--- config.mk ---
export PLATFORM = sky130hd
export DESIGN_NAME = ram16m_burst_ctrl
export DESIGN_NICKNAME = d
export VERILOG_FILES = /design/src/rtl/ram16m_burst_ctrl.sv
export SDC_FILE = /design/constraint.sdc
export NUM_CORES = 1
export LEC_CHECK = 0
export CAP_MARGIN = 20
export CORE_MARGIN = 5
export CORE_UTILIZATION = 44
export CTS_BUF_LIST = sky130_fd_sc_hd__clkbuf_16
export CTS_CLUSTER_DIAMETER = 80
export DETAILED_ROUTE_END_ITERATION = 6
export PLACE_DENSITY = 0.77
export SYNTH_ARGS = -nofsm -noshare
export SYNTH_HDL_FRONTEND = slang
export SYNTH_SLANG_ARGS = --single-unit
export TNS_END_PERCENT = 100
--- constraint.sdc ---
create_clock -name clk -period 2.3 [get_ports clk]
set_input_delay 0.69 -clock clk [delete_from_list [all_inputs] [get_ports clk]]
set_output_delay 0.69 -clock clk [all_outputs]
set_load 0.01 [all_outputs]
--- src/rtl/ram16m_burst_ctrl.sv ---
// ram16m_burst_ctrl: single-command burst engine in front of the 16M x 16
// dual-read RAM. Write bursts stream words in over wdata valid/ready and
// drive the RAM write port; read bursts walk RAM read port A and stream
// words out over rdata valid/ready. Port B of the RAM is not touched.
// Optional feature: define RAM16M_BURST_ABORT_EN to add the abort input and
// the aborted pulse output.
module ram16m_burst_ctrl #(
   parameter int AW   = 24,
   parameter int DW   = 16,
   parameter int LENW = 16
) (
   input  logic            clk,
   input  logic            reset,        // asynchronous, active low
   input  logic            cmd_valid,
   output logic            cmd_ready,
   input  logic            cmd_write,
   input  logic [AW-1:0]   cmd_addr,
   input  logic [LENW-1:0] cmd_len,      // words minus one
   input  logic            wdata_valid,
   output logic            wdata_ready,
   input  logic [DW-1:0]   wdata,
   output logic            rdata_valid,
   input  logic            rdata_ready,
   output logic [DW-1:0]   rdata,
   output logic            busy,
   output logic            done,
`ifdef RAM16M_BURST_ABORT_EN
   input  logic            abort,
   output logic            aborted,
`endif
   output logic            mem_wr,
   output logic [AW-1:0]   mem_wr_addr,
   output logic [DW-1:0]   mem_d_in,
   output logic [AW-1:0]   mem_rd_addr,
   input  logic [DW-1:0]   mem_d_out
);

   localparam logic [2:0] S_IDLE     = 3'd0;
   localparam logic [2:0] S_WR       = 3'd1;
   localparam logic [2:0] S_WR_LAST  = 3'd2;
   localparam logic [2:0] S_RD       = 3'd3;
   localparam logic [2:0] S_RD_DRAIN = 3'd4;

   logic [2:0]      r_state;
   logic [AW-1:0]   r_cur_addr;
   logic [LENW-1:0] r_remaining;
   logic            r_mem_wr;
   logic [AW-1:0]   r_mem_wr_addr;
   logic [DW-1:0]   r_mem_d_in;
   logic [AW-1:0]   r_mem_rd_addr;
   logic [DW-1:0]   r_rdata;
   logic            r_rdata_valid;
   logic            r_done;
   logic            r_aborted;

   logic            w_abort;
   logic            w_wr_hs;
   logic            w_rd_cap;
   logic            w_last;

`ifdef RAM16M_BURST_ABORT_EN
   // Abort only matters while a burst is in flight.
   assign w_abort = abort && (r_state != S_IDLE);
   assign aborted = r_aborted;
`else
   assign w_abort = 1'b0;
`endif

   assign w_wr_hs  = (r_state == S_WR) && wdata_valid && !w_abort;
   assign w_rd_cap = (r_state == S_RD) && (!r_rdata_valid || rdata_ready);
   assign w_last   = (r_remaining == '0);

   // Burst sequencing, RAM port registers and rdata holding register.
   // NOTE: every register here, datapath included, is reset because the
   // RAM-facing outputs and rdata must read 0 the moment reset asserts.
   always_ff @(posedge clk or negedge reset) begin
      if (!reset) begin
         r_state       <= S_IDLE;
         r_cur_addr    <= '0;
         r_remaining   <= '0;
         r_mem_wr      <= 1'b0;
         r_mem_wr_addr <= '0;
         r_mem_d_in    <= '0;
         r_mem_rd_addr <= '0;
         r_rdata       <= '0;
         r_rdata_valid <= 1'b0;
         r_done        <= 1'b0;
         r_aborted     <= 1'b0;
      end else begin
         // NOTE: non-blocking assignments throughout, so the defaults below
         // are simply overridden by later assignments in the same cycle.
         r_done    <= 1'b0;
         r_aborted <= 1'b0;
         r_mem_wr  <= w_wr_hs;
         if (rdata_ready && !w_rd_cap) begin
            r_rdata_valid <= 1'b0;
         end

         if (w_abort) begin
            r_state       <= S_IDLE;
            r_mem_wr      <= 1'b0;
            r_rdata_valid <= 1'b0;
            r_done        <= 1'b1;
            r_aborted     <= 1'b1;
         end else begin
            case (r_state)
               S_IDLE: begin
                  if (cmd_valid) begin
                     r_cur_addr  <= cmd_addr;
                     r_remaining <= cmd_len;
                     if (cmd_write) begin
                        r_state <= S_WR;
                     end else begin
                        r_mem_rd_addr <= cmd_addr;
                        r_state       <= S_RD;
                     end
                  end
               end
               S_WR: begin
                  if (wdata_valid) begin
                     r_mem_wr_addr <= r_cur_addr;
                     r_mem_d_in    <= wdata;
                     r_cur_addr    <= r_cur_addr + 1'b1;
                     r_remaining   <= r_remaining - 1'b1;
                     if (w_last) begin
                        r_state <= S_WR_LAST;
                     end
                  end
               end
               S_WR_LAST: begin
                  // Final word commits at the end of this cycle.
                  r_done  <= 1'b1;
                  r_state <= S_IDLE;
               end
               S_RD: begin
                  if (w_rd_cap) begin
                     r_rdata       <= mem_d_out;
                     r_rdata_valid <= 1'b1;
                     r_cur_addr    <= r_cur_addr + 1'b1;
                     r_mem_rd_addr <= r_cur_addr + 1'b1;
                     r_remaining   <= r_remaining - 1'b1;
                     if (w_last) begin
                        r_state <= S_RD_DRAIN;
                     end
                  end
               end
               S_RD_DRAIN: begin
                  if (rdata_ready) begin
                     r_done  <= 1'b1;
                     r_state <= S_IDLE;
                  end
               end
               default: r_state <= S_IDLE;
            endcase
         end
      end
   end

   assign cmd_ready   = (r_state == S_IDLE);
   assign wdata_ready = (r_state == S_WR);
   assign busy        = (r_state != S_IDLE);
   assign done        = r_done;
   assign rdata       = r_rdata;
   assign rdata_valid = r_rdata_valid;
   assign mem_wr      = r_mem_wr;
   assign mem_wr_addr = r_mem_wr_addr;
   assign mem_d_in    = r_mem_d_in;
   assign mem_rd_addr = r_mem_rd_addr;

endmodule

==> results of run 1 <==
-- worst max path at each step --
stage / startpoint / end / slack, ps / cells after the start
after floorplan: r_cur_addr[0] / mem_rd_addr[18] / 110 / 6
after global placement: rdata_ready / mem_rd_addr[4] / -60 / 6
after detailed placement: rdata_ready / mem_rd_addr[5] / -120 / 6
after CTS: r_state[1] / busy / 20 / 3
after global routing: r_state[1] / wdata_ready / 10 / 4
final: r_state[1] / wdata_ready / 60 / 4
-- worst max-delay path: cells and delay by family (launching register included) --
kind	cells	cell delay, ps
buffers and inverters	2	440
DFF	1	430
and+or+nand+nor	2	270
-- Yosys cell counts, drive strengths merged (2+ instances only) --
cell     instances  area (µm²)
nand4            7        50.1
xnor2            5        43.8
inv              8        30.0
nor3            14        70.1
nand3           22         110
nor4             7        43.8
xor2            12         105
dfrtp          126        3150
a21oi           50         250
o22a             5        43.8
mux2            43         484
a31oi           10        62.6
mux2i            4        40.0
and2             3        18.8
a2bb2oi          5        43.8
or4              4        33.8
clkbuf          38         143
a21boi           2        15.0
o2bb2ai          3        26.3
o21a             2        15.0
nand2b           2        12.5
and3b            2        17.5
nor2            58         218
buf             10        50.1
o22ai            9        56.3
nand3b           2        15.0
nand2           91         342
o31ai            3        22.5
and3            14        87.6
o21ai           62         314
a22oi           11        82.6
ha               2        25.0
-- repair_timing --
action                     4_1_cts  5_1_grt
resized for setup                5        1
hold buffers                     0        0
buffers inserted                 1        2
setup endpoints to repair        3        1
gates cloned                     0        0
pin swaps                        0        1
-- sequential cells by signal, summed over array words and instances, names as in the netlist --
| register | cells |
|---|---|
| mem_rd_addr | 24 |
| mem_wr_addr | 24 |
| r_cur_addr | 24 |
| mem_d_in | 16 |
| r_remaining | 16 |
| rdata | 16 |
| r_state | 3 |
| done | 1 |
| mem_wr | 1 |
| rdata_valid | 1 |
-- cells in the final DEF, fill, tap and decap left out, types with 13 or more instances in the layout --
master                            Yosys  layout
sky130_fd_sc_hd__dfrtp_1            126     125
sky130_fd_sc_hd__o21ai_0             61      61
sky130_fd_sc_hd__nand2_1             91      91
sky130_fd_sc_hd__buf_4                1      45
sky130_fd_sc_hd__nor2_1              58      58
sky130_fd_sc_hd__clkdlybuf4s50_1      0     159
sky130_fd_sc_hd__nand3_1             22      22
sky130_fd_sc_hd__mux2_2              43      43
sky130_fd_sc_hd__and3_1              14      13
sky130_fd_sc_hd__nor3_1              14      13
sky130_fd_sc_hd__clkbuf_16            0      17
sky130_fd_sc_hd__a21oi_1             50      50
-- report_power, final --
group / internal [mW] / total (mW) / switching (mW)
registers: 3.33 / 4.20 / 0.876
clock network: 1.70 / 2.71 / 1.01
logic: 3.34 / 6.58 / 3.24
-- layer usage --
layer	wire, µm	share of wire, %	up-vias	GRT usage, %
li1	-	-	2687	-
met1	7530	41	2830	30.0
met2	9170	50	272	36.8
met3	1280	7.0	38	5.38
met4	423	2.3	0	9.74
met5	0	0	-	0
-- final cells by class --
class	instances	area, µm²	share of cell area [%]
Timing Repair Buffer	214	2100	23.6
Tap cell	180	225	2.53
Clock buffer	17	425	4.78
Clock inverter	15	173	1.94
Inverter	8	30.0	0.337
Multi-Input combinational cell	467	2800	31.4
Sequential cell	126	3150	35.4
-- metrics by stage --
step	hold WS, ps	setup slack (ps)
6_report	204	62.3
5_1_grt	222	14.0
4_1_cts	209	15.5
3_5_place_dp	464	-117
3_3_place_gp	457	-60.4
2_1_floorplan	394	111
-- kinds of logic (layout without fill, tap and decap cells) --
family	count (synthesis)	count (layout)	share of synthesized area [%]
DFF	126	126	51.4
buffers and inverters	56	254	3.63
adders and majority gates	2	2	0.408
muxes	47	47	8.54
AOI/OAI and AO/OA	172	172	16.7
and+or+nand+nor	229	229	17.0
xor gates and xnor gates	17	17	2.43
==> metrics.txt, run 1 <==
# TYPE chip_impl_metric gauge
chip_impl_info{name="cp-start-kind",value="flop"} 1
chip_impl_metric{name="synth-seq-cells",unit=""} 126
chip_impl_metric{name="cts.clk_slew.worst_paths",unit="ps"} 60
chip_impl_metric{name="drc",unit=""} 0
chip_impl_metric{name="cts_made_buffers",unit=""} 17
chip_impl_metric{name="ir_worst_vdd",unit="V"} 0.000834
chip_impl_metric{name="synth_fp_nets",unit=""} 729
chip_impl_metric{name="wire_per_inst",unit="µm"} 17.9
chip_impl_metric{name="overflow",unit=""} 0
chip_impl_metric{name="regToRegSetupSlack",unit="ps"} 200
chip_impl_metric{name="die-height",unit="µm"} 128
chip_impl_metric{name="postSynth.asyncResetShare",unit="%"} 100
chip_impl_metric{name="timing.critical_path.required",unit="ps"} 1610
chip_impl_metric{name="initial_utilization",unit="%"} 44.6
chip_impl_metric{name="first_global_vias",unit=""} 5894
chip_impl_info{name="clock-root-buffer",value="sky130_fd_sc_hd__clkbuf_16"} 1
chip_impl_metric{name="fmaxAchievable",unit="MHz"} 447
chip_impl_metric{name="synth_area",unit="µm²"} 6140
chip_impl_metric{name="final_max_slew_viol_count",unit=""} 0
chip_impl_info{name="grt_setup_unrepaired",value="no"} 1
chip_impl_metric{name="postSynthCellCount",unit=""} 649
chip_impl_metric{name="area_growth",unit="%"} 45.2
chip_impl_metric{name="n_fill_cell",unit=""} 1084
chip_impl_metric{name="placed_cells_incl_taps",unit=""} 992
chip_impl_metric{name="yosysSeqAreaShare",unit="%"} 51.4
chip_impl_metric{name="power_leakage",unit="nW"} 3.79
chip_impl_info{name="ys.flop_type",value="sky130_fd_sc_hd__dfrtp_1"} 1
chip_impl_info{name="slowest_stage",value="sky130_fd_sc_hd__dfrtp_2"} 1
chip_impl_metric{name="fin_skew",unit="ps"} 8.29
chip_impl_info{name="holdCritPathClass",value="in2async"} 1
chip_impl_metric{name="floorplan.io_pins",unit=""} 164
chip_impl_metric{name="critPathArrivalTime",unit="ps"} 1550
chip_impl_info{name="critical_path.reg2reg.startpoint",value="r_cur_addr[0]"} 1
chip_impl_metric{name="max-cap-violations",unit=""} 0
chip_impl_info{name="r2r-end",value="mem_rd_addr[18]"} 1
chip_impl_metric{name="synth-edff-count",unit=""} 0
chip_impl_metric{name="clock_sinks",unit=""} 126
chip_impl_metric{name="cts.htree.levels",unit=""} 4
chip_impl_metric{name="detailed_router_s_first_iteration_violation_count",unit=""} 430
chip_impl_metric{name="netlist-cell-type-count",unit=""} 50
chip_impl_metric{name="design.core.area",unit="µm²"} 13800
chip_impl_metric{name="post-route-period-util",unit="%"} 97.3
chip_impl_metric{name="insertedDiodeCount",unit=""} 0
chip_impl_metric{name="ant_nets",unit=""} 0
chip_impl_metric{name="clock_insertion_delay_worst_skew",unit="ps"} 420
chip_impl_metric{name="power_density",unit="nW/µm²"} 1510
chip_impl_metric{name="gpl.final_weighted_congestion",unit=""} 0.848
chip_impl_metric{name="site_row_count",unit=""} 43
chip_impl_metric{name="r2r_cells",unit=""} 6
chip_impl_metric{name="grt.total_usage",unit="%"} 23.0
chip_impl_metric{name="setup-tns-final",unit="ps"} 0
chip_impl_metric{name="final_layout_size_suffix_gt1_share",unit="%"} 16.2
chip_impl_metric{name="maximum_number_of_pins_on_one_net_before_global_route_repair",unit=""} 49
chip_impl_metric{name="critical_path.max_fanout",unit=""} 6
chip_impl_metric{name="clock_path_buffers",unit=""} 2
chip_impl_metric{name="num_vias",unit=""} 5827
chip_impl_metric{name="die_x",unit="µm"} 128
chip_impl_metric{name="setup-violations-final",unit=""} 0
chip_impl_metric{name="vias_per_cell",unit=""} 5.67
chip_impl_metric{name="io_buffers",unit=""} 163
chip_impl_metric{name="critPathMaxStageDelay",unit="ps"} 430
chip_impl_metric{name="timing.final.crit_period",unit="ps"} 2240
chip_impl_metric{name="slew_headroom",unit="%"} 65.7
chip_impl_metric{name="drt_pre_antenna_iters",unit=""} 5
chip_impl_metric{name="postSynthAreaPerCell",unit="µm²"} 9.46
chip_impl_metric{name="synth.yosys.warnings",unit=""} 0
chip_impl_metric{name="fin_util",unit="%"} 64.7
chip_impl_metric{name="worst-slew-pin-transition",unit="ps"} 511
chip_impl_info{name="worstSetupEndpointType",value="output pin"} 1
chip_impl_info{name="outcome",value="finished, final reports clean"} 1
chip_impl_metric{name="final_cells",unit=""} 1027
chip_impl_metric{name="grt_first_pass_wirelength",unit="µm"} 29900
chip_impl_info{name="crit_path_cell_trace",value="buf_4 -> nor2_1 -> and2_1 -> dlygate4sd2_1"} 1
chip_impl_metric{name="final_nets",unit=""} 914
chip_impl_info{name="tritoncts_clock_tree",value="built"} 1
chip_impl_metric{name="hold_viol_final",unit=""} 0
chip_impl_metric{name="total_power_consumption_of_the_routed_design",unit="mW"} 13.5
chip_impl_metric{name="total_wire_length",unit="µm"} 18400
chip_impl_metric{name="detailed_place.area",unit="µm²"} 8280
chip_impl_metric{name="area_of_the_die",unit="µm²"} 16400
chip_impl_metric{name="finalInstanceArea",unit="µm²"} 8910
chip_impl_info{name="critPathKind",value="reg2out"} 1
chip_impl_metric{name="grt_antenna_before_repair",unit=""} 0
chip_impl_metric{name="dp_hpwl",unit="µm"} 13000
Note: power is estimated with default switching activity, not from simulation.
==> run 2, diff against run 1 <==
--- a/config.mk
+++ b/config.mk
@@ -11,8 +11,7 @@
 export CTS_BUF_LIST = sky130_fd_sc_hd__clkbuf_16
 export CTS_CLUSTER_DIAMETER = 80
 export DETAILED_ROUTE_END_ITERATION = 6
-export PLACE_DENSITY = 0.77
+export PLACE_DENSITY = 0.78
 export SYNTH_ARGS = -nofsm -noshare
 export SYNTH_HDL_FRONTEND = slang
 export SYNTH_SLANG_ARGS = --single-unit
-export TNS_END_PERCENT = 100
==> metrics.txt, run 2 (same netlist as run 1, synthesis figures left out) <==
# TYPE chip_impl_metric gauge
chip_impl_metric{name="area_of_the_die",unit="µm²"} 16400
chip_impl_metric{name="site_row_count",unit=""} 43
chip_impl_metric{name="detailed_place.area",unit="µm²"} 8250
chip_impl_metric{name="final_nets",unit=""} 912
chip_impl_metric{name="power.internal",unit="mW"} 8.12
chip_impl_metric{name="cts.htree.levels",unit=""} 4
chip_impl_info{name="grt_setup_unrepaired",value="no"} 1
chip_impl_info{name="final_common_cell",value="sky130_fd_sc_hd__clkdlybuf4s50_1"} 1
chip_impl_metric{name="dp_hpwl",unit="µm"} 13000
chip_impl_metric{name="finalInstanceArea",unit="µm²"} 8800
chip_impl_info{name="tritoncts_clock_tree",value="built"} 1
chip_impl_metric{name="vias_per_cell",unit=""} 5.67
chip_impl_metric{name="critical_path.max_fanout",unit=""} 7
chip_impl_metric{name="final_max_slew_viol_count",unit=""} 0
chip_impl_metric{name="floorplan.io_pins",unit=""} 164
chip_impl_metric{name="worst-slew-pin-transition",unit="ps"} 634
chip_impl_metric{name="detailed_router_s_first_iteration_violation_count",unit=""} 491
chip_impl_metric{name="p_sw_share",unit="%"} 38.3
chip_impl_metric{name="die_x",unit="µm"} 128
chip_impl_info{name="critPathKind",value="reg2out"} 1
chip_impl_metric{name="drt_pre_antenna_iters",unit=""} 5
chip_impl_metric{name="ctsHoldBuffers",unit=""} 0
chip_impl_metric{name="num_vias",unit=""} 5795
chip_impl_metric{name="setup-violations-final",unit=""} 0
chip_impl_metric{name="cts.clk_slew.worst_paths",unit="ps"} 60
chip_impl_metric{name="clock_sinks",unit=""} 126
chip_impl_metric{name="power_leakage",unit="nW"} 3.74
chip_impl_metric{name="grt_first_pass_wirelength",unit="µm"} 29600
chip_impl_metric{name="cts_made_buffers",unit=""} 17
chip_impl_metric{name="first_global_vias",unit=""} 5828
chip_impl_metric{name="sequentialPowerShare",unit="%"} 32.2
chip_impl_metric{name="hold_viol_final",unit=""} 0
chip_impl_metric{name="total_wire_length",unit="µm"} 18400
chip_impl_metric{name="timing.critical_path.required",unit="ps"} 1610
chip_impl_metric{name="fin_skew",unit="ps"} 11.5
chip_impl_metric{name="fmaxAchievable",unit="MHz"} 458
chip_impl_metric{name="grt_antenna_before_repair",unit=""} 0
chip_impl_metric{name="ant_nets",unit=""} 0
chip_impl_metric{name="insertedDiodeCount",unit=""} 0
chip_impl_metric{name="final_layout_size_suffix_gt1_share",unit="%"} 15.7
chip_impl_metric{name="die-height",unit="µm"} 128
chip_impl_metric{name="ir_worst_vdd",unit="V"} 0.000861
chip_impl_info{name="outcome",value="finished, final reports clean"} 1
chip_impl_metric{name="max-cap-violations",unit=""} 0
chip_impl_metric{name="power.clock.fraction",unit="%"} 18.9
chip_impl_metric{name="clock_insertion_delay_worst_skew",unit="ps"} 420
chip_impl_metric{name="switching_power",unit="mW"} 5.04
chip_impl_metric{name="pwr-share-comb",unit="%"} 48.9
chip_impl_metric{name="setup-tns-final",unit="ps"} 0
chip_impl_info{name="layout.cells.most_common_list",value="sky130_fd_sc_hd__clkdlybuf4s50_1 (159), sky130_fd_sc_hd__dfrtp_1 (124), sky130_fd_sc_hd__nand2_1 (91)"} 1
chip_impl_metric{name="critPathArrivalTime",unit="ps"} 1490
chip_impl_metric{name="power_density",unit="nW/µm²"} 1500
chip_impl_metric{name="wire_per_inst",unit="µm"} 18.0
chip_impl_metric{name="grt.total_usage",unit="%"} 22.6
chip_impl_metric{name="clock_path_buffers",unit=""} 2
chip_impl_info{name="holdCritPathClass",value="in2async"} 1
chip_impl_metric{name="overflow",unit=""} 0
chip_impl_info{name="worstSetupEndpointType",value="output pin"} 1
chip_impl_metric{name="area_growth",unit="%"} 43.5
chip_impl_metric{name="post-route-period-util",unit="%"} 95.0
chip_impl_metric{name="slew_headroom",unit="%"} 57.7
chip_impl_metric{name="drc",unit=""} 0
chip_impl_info{name="clock-root-buffer",value="sky130_fd_sc_hd__clkbuf_16"} 1
chip_impl_metric{name="maximum_number_of_pins_on_one_net_before_global_route_repair",unit=""} 42
chip_impl_metric{name="initial_utilization",unit="%"} 44.6
chip_impl_metric{name="gpl.final_weighted_congestion",unit=""} 0.866
chip_impl_metric{name="timing.final.crit_period",unit="ps"} 2180
chip_impl_metric{name="design.core.area",unit="µm²"} 13800
chip_impl_info{name="cp-start-kind",value="flop"} 1
chip_impl_metric{name="io_buffers",unit=""} 163
chip_impl_metric{name="fin_util",unit="%"} 63.9
run 2: path summary, 6_finish.rpt:
| path | cells past startpoint | slack (ps) | end | startpoint |
|---|---|---|---|---|
| hold / removal | 1 | 220 | rdata[14] | reset |
| setup reg to reg | 6 | 130 | mem_rd_addr[18] | r_cur_addr[0] |
| min in group clk | 2 | 480 | rdata[1] | rdata[1] |
| setup / recovery | 3 | 120 | cmd_ready | r_state[1] |
| hold reg to reg | 2 | 480 | rdata[1] | rdata[1] |
| max in group asynchronous | 2 | 1450 | r_cur_addr[6] | reset |
run 2: worst max-delay path, cell delays in order, from the launching register on:
cell	delay (ps)
sky130_fd_sc_hd__dfrtp_2	450
sky130_fd_sc_hd__nor3_2	230
sky130_fd_sc_hd__buf_4	150
sky130_fd_sc_hd__dlygate4sd2_1	260
run 2: metrics by stage:
stage	hold slack (ps)	power (mW)	worst slack (ps)	cells
floorplan	394	7.49	111	649
finish	218	13.2	116	1022
CTS	216	13.2	33.9	1022
global route	237	14.0	30.3	1022
detailed placement	466	10.6	-139	992
global placement	458	10.3	-56.0	992
run 2: cell type report:
cell class / count / area (µm²)
repair buffers: 212 / 2060
multi-input cells: 467 / 2800
well taps: 180 / 225
clock inverters: 12 / 109
flip-flops and latches: 126 / 3160
inverters: 8 / 30.0
clock buffers: 17 / 425
fillers: 1103 / 4970
run 2: per-layer routing:
metal	routed length [µm]	GRT usage, %	up-vias	share of wire, %
li1	-	-	2667	-
met1	7650	29.2	2854	42
met2	9270	37.2	253	50
met3	1180	5.67	21	6.4
met4	270	7.74	0	1.5
met5	0	0	-	0
run 2: repair_timing:
item | in CTS | in global routing
cloned | 0 | 0
setup endpoints to repair | 3 | 2
resized for setup | 6 | 2
pin swaps | 1 | 0
hold endpoints to repair | 0 | 0
buffers inserted | 1 | 0
run 2: power by group through the flow:
stage | Combinational (mW) | Sequential (mW) | Clock [mW]
after floorplan | 3.16 | 4.33 | 0
after global placement | 6.16 | 4.16 | 0
after detailed placement | 6.39 | 4.22 | 0
after CTS | 6.43 | 4.22 | 2.51
after global routing | 7.01 | 4.38 | 2.62
final | 6.43 | 4.24 | 2.49
==> run 3, diff against run 2 <==
--- a/config.mk
+++ b/config.mk
@@ -6,12 +6,14 @@
 export NUM_CORES = 1
 export LEC_CHECK = 0
 export CAP_MARGIN = 20
+export CELL_PAD_IN_SITES_DETAIL_PLACEMENT = 1
+export CELL_PAD_IN_SITES_GLOBAL_PLACEMENT = 2
 export CORE_MARGIN = 5
-export CORE_UTILIZATION = 44
+export CORE_UTILIZATION = 31
 export CTS_BUF_LIST = sky130_fd_sc_hd__clkbuf_16
 export CTS_CLUSTER_DIAMETER = 80
 export DETAILED_ROUTE_END_ITERATION = 6
-export PLACE_DENSITY = 0.78
+export PLACE_DENSITY = 0.85
 export SYNTH_ARGS = -nofsm -noshare
 export SYNTH_HDL_FRONTEND = slang
 export SYNTH_SLANG_ARGS = --single-unit
==> constraint.sdc (replaced) <==
create_clock -name clk -period 2.64 [get_ports clk]
set_input_delay 0.792 -clock clk [delete_from_list [all_inputs] [get_ports clk]]
set_output_delay 0.792 -clock clk [all_outputs]
set_load 0.01 [all_outputs]
==> metrics.txt, run 3 (same netlist as run 1, synthesis figures left out) <==
# TYPE chip_impl_metric gauge
chip_impl_info{name="cp-start-kind",value="flop"} 1
chip_impl_info{name="slowest_stage",value="sky130_fd_sc_hd__clkdlybuf4s50_1"} 1
chip_impl_metric{name="total_wire_length",unit="µm"} 21400
chip_impl_metric{name="cts.clk_slew.worst_paths",unit="ps"} 60
chip_impl_metric{name="hold_viol_final",unit=""} 0
chip_impl_metric{name="power.internal",unit="mW"} 7.31
chip_impl_metric{name="critPathArrivalTime",unit="ps"} 1740
chip_impl_info{name="r2r-end",value="mem_rd_addr[18]"} 1
chip_impl_info{name="holdCritPathClass",value="in2async"} 1
chip_impl_metric{name="timing.final.crit_period",unit="ps"} 2530
chip_impl_metric{name="fin_skew",unit="ps"} 11.9
chip_impl_metric{name="wl_met3",unit="µm"} 754
chip_impl_metric{name="ant_nets",unit=""} 0
chip_impl_metric{name="die-height",unit="µm"} 151
chip_impl_info{name="critical_path.reg2reg.startpoint",value="r_cur_addr[1]"} 1
chip_impl_metric{name="sequentialPowerShare",unit="%"} 31.3
chip_impl_info{name="final_common_cell",value="sky130_fd_sc_hd__clkdlybuf4s50_1"} 1
chip_impl_metric{name="die_x",unit="µm"} 151
chip_impl_metric{name="timing.critical_path.required",unit="ps"} 1850
chip_impl_metric{name="multi_input_comb_area",unit="µm²"} 2800
chip_impl_metric{name="clock_sinks",unit=""} 126
chip_impl_metric{name="ir_worst_vdd",unit="V"} 0.000552
chip_impl_metric{name="overflow",unit=""} 0
chip_impl_metric{name="area_growth",unit="%"} 45.7
chip_impl_metric{name="wire_per_inst",unit="µm"} 19.5
chip_impl_metric{name="worst-slew-pin-transition",unit="ps"} 756
chip_impl_metric{name="total_power_consumption_of_the_routed_design",unit="mW"} 11.9
chip_impl_info{name="worstSetupEndpointType",value="output pin"} 1
chip_impl_info{name="highest_layer",value="met4"} 1
chip_impl_metric{name="critPathMaxStageDelay",unit="ps"} 520
chip_impl_metric{name="setup-tns-final",unit="ps"} 0
chip_impl_metric{name="dp_hpwl",unit="µm"} 15600
chip_impl_metric{name="max-cap-violations",unit=""} 0
chip_impl_metric{name="power_density",unit="nW/µm²"} 1330
chip_impl_info{name="outcome",value="finished, final reports clean"} 1
chip_impl_metric{name="io_buffers",unit=""} 163
chip_impl_metric{name="grt.total_usage",unit="%"} 19.1
chip_impl_metric{name="slew_headroom",unit="%"} 49.6
chip_impl_metric{name="post-route-period-util",unit="%"} 96.0
chip_impl_metric{name="finalInstanceArea",unit="µm²"} 8940
chip_impl_metric{name="cts_made_buffers",unit=""} 17
chip_impl_metric{name="final_cells",unit=""} 1101
chip_impl_metric{name="cts.htree.levels",unit=""} 4
chip_impl_metric{name="vias_per_cell",unit=""} 5.18
chip_impl_info{name="tritoncts_clock_tree",value="built"} 1
chip_impl_metric{name="power.clock.fraction",unit="%"} 20.5
chip_impl_metric{name="design.core.area",unit="µm²"} 19500
chip_impl_metric{name="critical_path.max_fanout",unit=""} 7
chip_impl_metric{name="grt_first_pass_wirelength",unit="µm"} 33900
chip_impl_metric{name="drc",unit=""} 0
chip_impl_info{name="clock-root-buffer",value="sky130_fd_sc_hd__clkbuf_16"} 1
chip_impl_metric{name="num_vias",unit=""} 5704
chip_impl_metric{name="area_of_the_die",unit="µm²"} 22700
chip_impl_info{name="layout.cells.most_common_list",value="sky130_fd_sc_hd__clkdlybuf4s50_1 (160), sky130_fd_sc_hd__dfrtp_1 (125), sky130_fd_sc_hd__nand2_1 (91)"} 1
chip_impl_metric{name="final_nets",unit=""} 903
chip_impl_metric{name="regToRegSetupSlack",unit="ps"} 310
chip_impl_metric{name="detailed_router_s_first_iteration_violation_count",unit=""} 252
chip_impl_metric{name="initial_utilization",unit="%"} 31.5
chip_impl_metric{name="gpl.final_weighted_congestion",unit=""} 0.830
chip_impl_metric{name="seq_area",unit="µm²"} 3150
chip_impl_metric{name="first_global_vias",unit=""} 6265
chip_impl_metric{name="whs",unit="ps"} 360
chip_impl_metric{name="site_row_count",unit=""} 51
chip_impl_metric{name="placement.setup.worst_slack",unit="ps"} 74.0
chip_impl_metric{name="pwr-share-comb",unit="%"} 48.2
chip_impl_metric{name="clock_insertion_delay_worst_skew",unit="ps"} 420
chip_impl_metric{name="insertedDiodeCount",unit=""} 0
chip_impl_metric{name="floorplan.io_pins",unit=""} 164
chip_impl_metric{name="smallest_setup_slack_after_layout",unit="ps"} 105
chip_impl_metric{name="switching_power",unit="mW"} 4.56
chip_impl_metric{name="grt_antenna_before_repair",unit=""} 0
chip_impl_metric{name="final_layout_size_suffix_gt1_share",unit="%"} 14.7
chip_impl_metric{name="placed_cells_incl_taps",unit=""} 1068
chip_impl_metric{name="maximum_number_of_pins_on_one_net_before_global_route_repair",unit=""} 42
chip_impl_metric{name="ctsHoldBuffers",unit=""} 0
chip_impl_metric{name="fin_util",unit="%"} 45.9
chip_impl_metric{name="fmaxAchievable",unit="MHz"} 395
chip_impl_info{name="grt_setup_unrepaired",value="no"} 1
chip_impl_info{name="critPathKind",value="reg2out"} 1
chip_impl_metric{name="detail_route.wirelength.met1",unit="µm"} 8970
chip_impl_metric{name="r2r_cells",unit=""} 6
chip_impl_metric{name="met2_length",unit="µm"} 11400
chip_impl_metric{name="power_leakage",unit="nW"} 3.75
chip_impl_info{name="crit_path_cell_trace",value="nor3_4 -> buf_4 -> clkdlybuf4s50_1"} 1
chip_impl_metric{name="detailed_place.area",unit="µm²"} 8310
chip_impl_metric{name="setup-violations-final",unit=""} 0
chip_impl_metric{name="p_sw_share",unit="%"} 38.4
chip_impl_metric{name="drt_pre_antenna_iters",unit=""} 5
chip_impl_metric{name="final_max_slew_viol_count",unit=""} 0
chip_impl_metric{name="n_fill_cell",unit=""} 2213
chip_impl_metric{name="clock_path_buffers",unit=""} 2
-- run 3: worst max-delay path, delay by kind of cell, from the launching register on --
family	cells	cell delay, ps
DFF	1	460
and+or+nand+nor	1	200
buffers and inverters	2	650
-- run 3: worst max-delay path by stage --
stage                              from         endpoint  cells after the start
after floorplan           r_cur_addr[0]  mem_rd_addr[18]                      6
after global placement      rdata_ready  mem_rd_addr[19]                      7
after detailed placement    rdata_ready   mem_rd_addr[7]                      6
after CTS                    r_state[1]             busy                      4
after global routing         r_state[1]        cmd_ready                      3
final                        r_state[1]        cmd_ready                      3
-- run 3: final cells by class --
type	count	area share, %
sequential	126	35.3
tap	265	3.71
clock buffer	17	4.76
inverter	8	0.336
clock inverter	15	2.00
timing repair buffer	203	22.6
multi-input combinational	467	31.3
-- run 3: what timing repair did --
item	in CTS	in global routing
resized for setup	3	2
endpoints found under the hold margin	0	0
pin swaps	1	0
setup endpoints to repair	2	1
buffers inserted	1	0
-- run 3: power by group through the flow --
| stage | Combinational [mW] | Clock (mW) | Sequential, mW |
|---|---|---|---|
| global placement | 5.49 | 0 | 3.67 |
| detailed placement | 5.74 | 0 | 3.72 |
| CTS | 5.79 | 2.49 | 3.71 |
| global route | 6.23 | 2.58 | 3.85 |
| finish | 5.72 | 2.44 | 3.71 |
| floorplan | 2.75 | 0 | 3.77 |
-- run 3: routing by layer --
metal / track usage [%] / vias up
met1: 23.5 / 2906
met3: 3.76 / 25
met4: 5.53 / 0
li1: - / 2652
met5: 0 / -
met2: 33.9 / 121
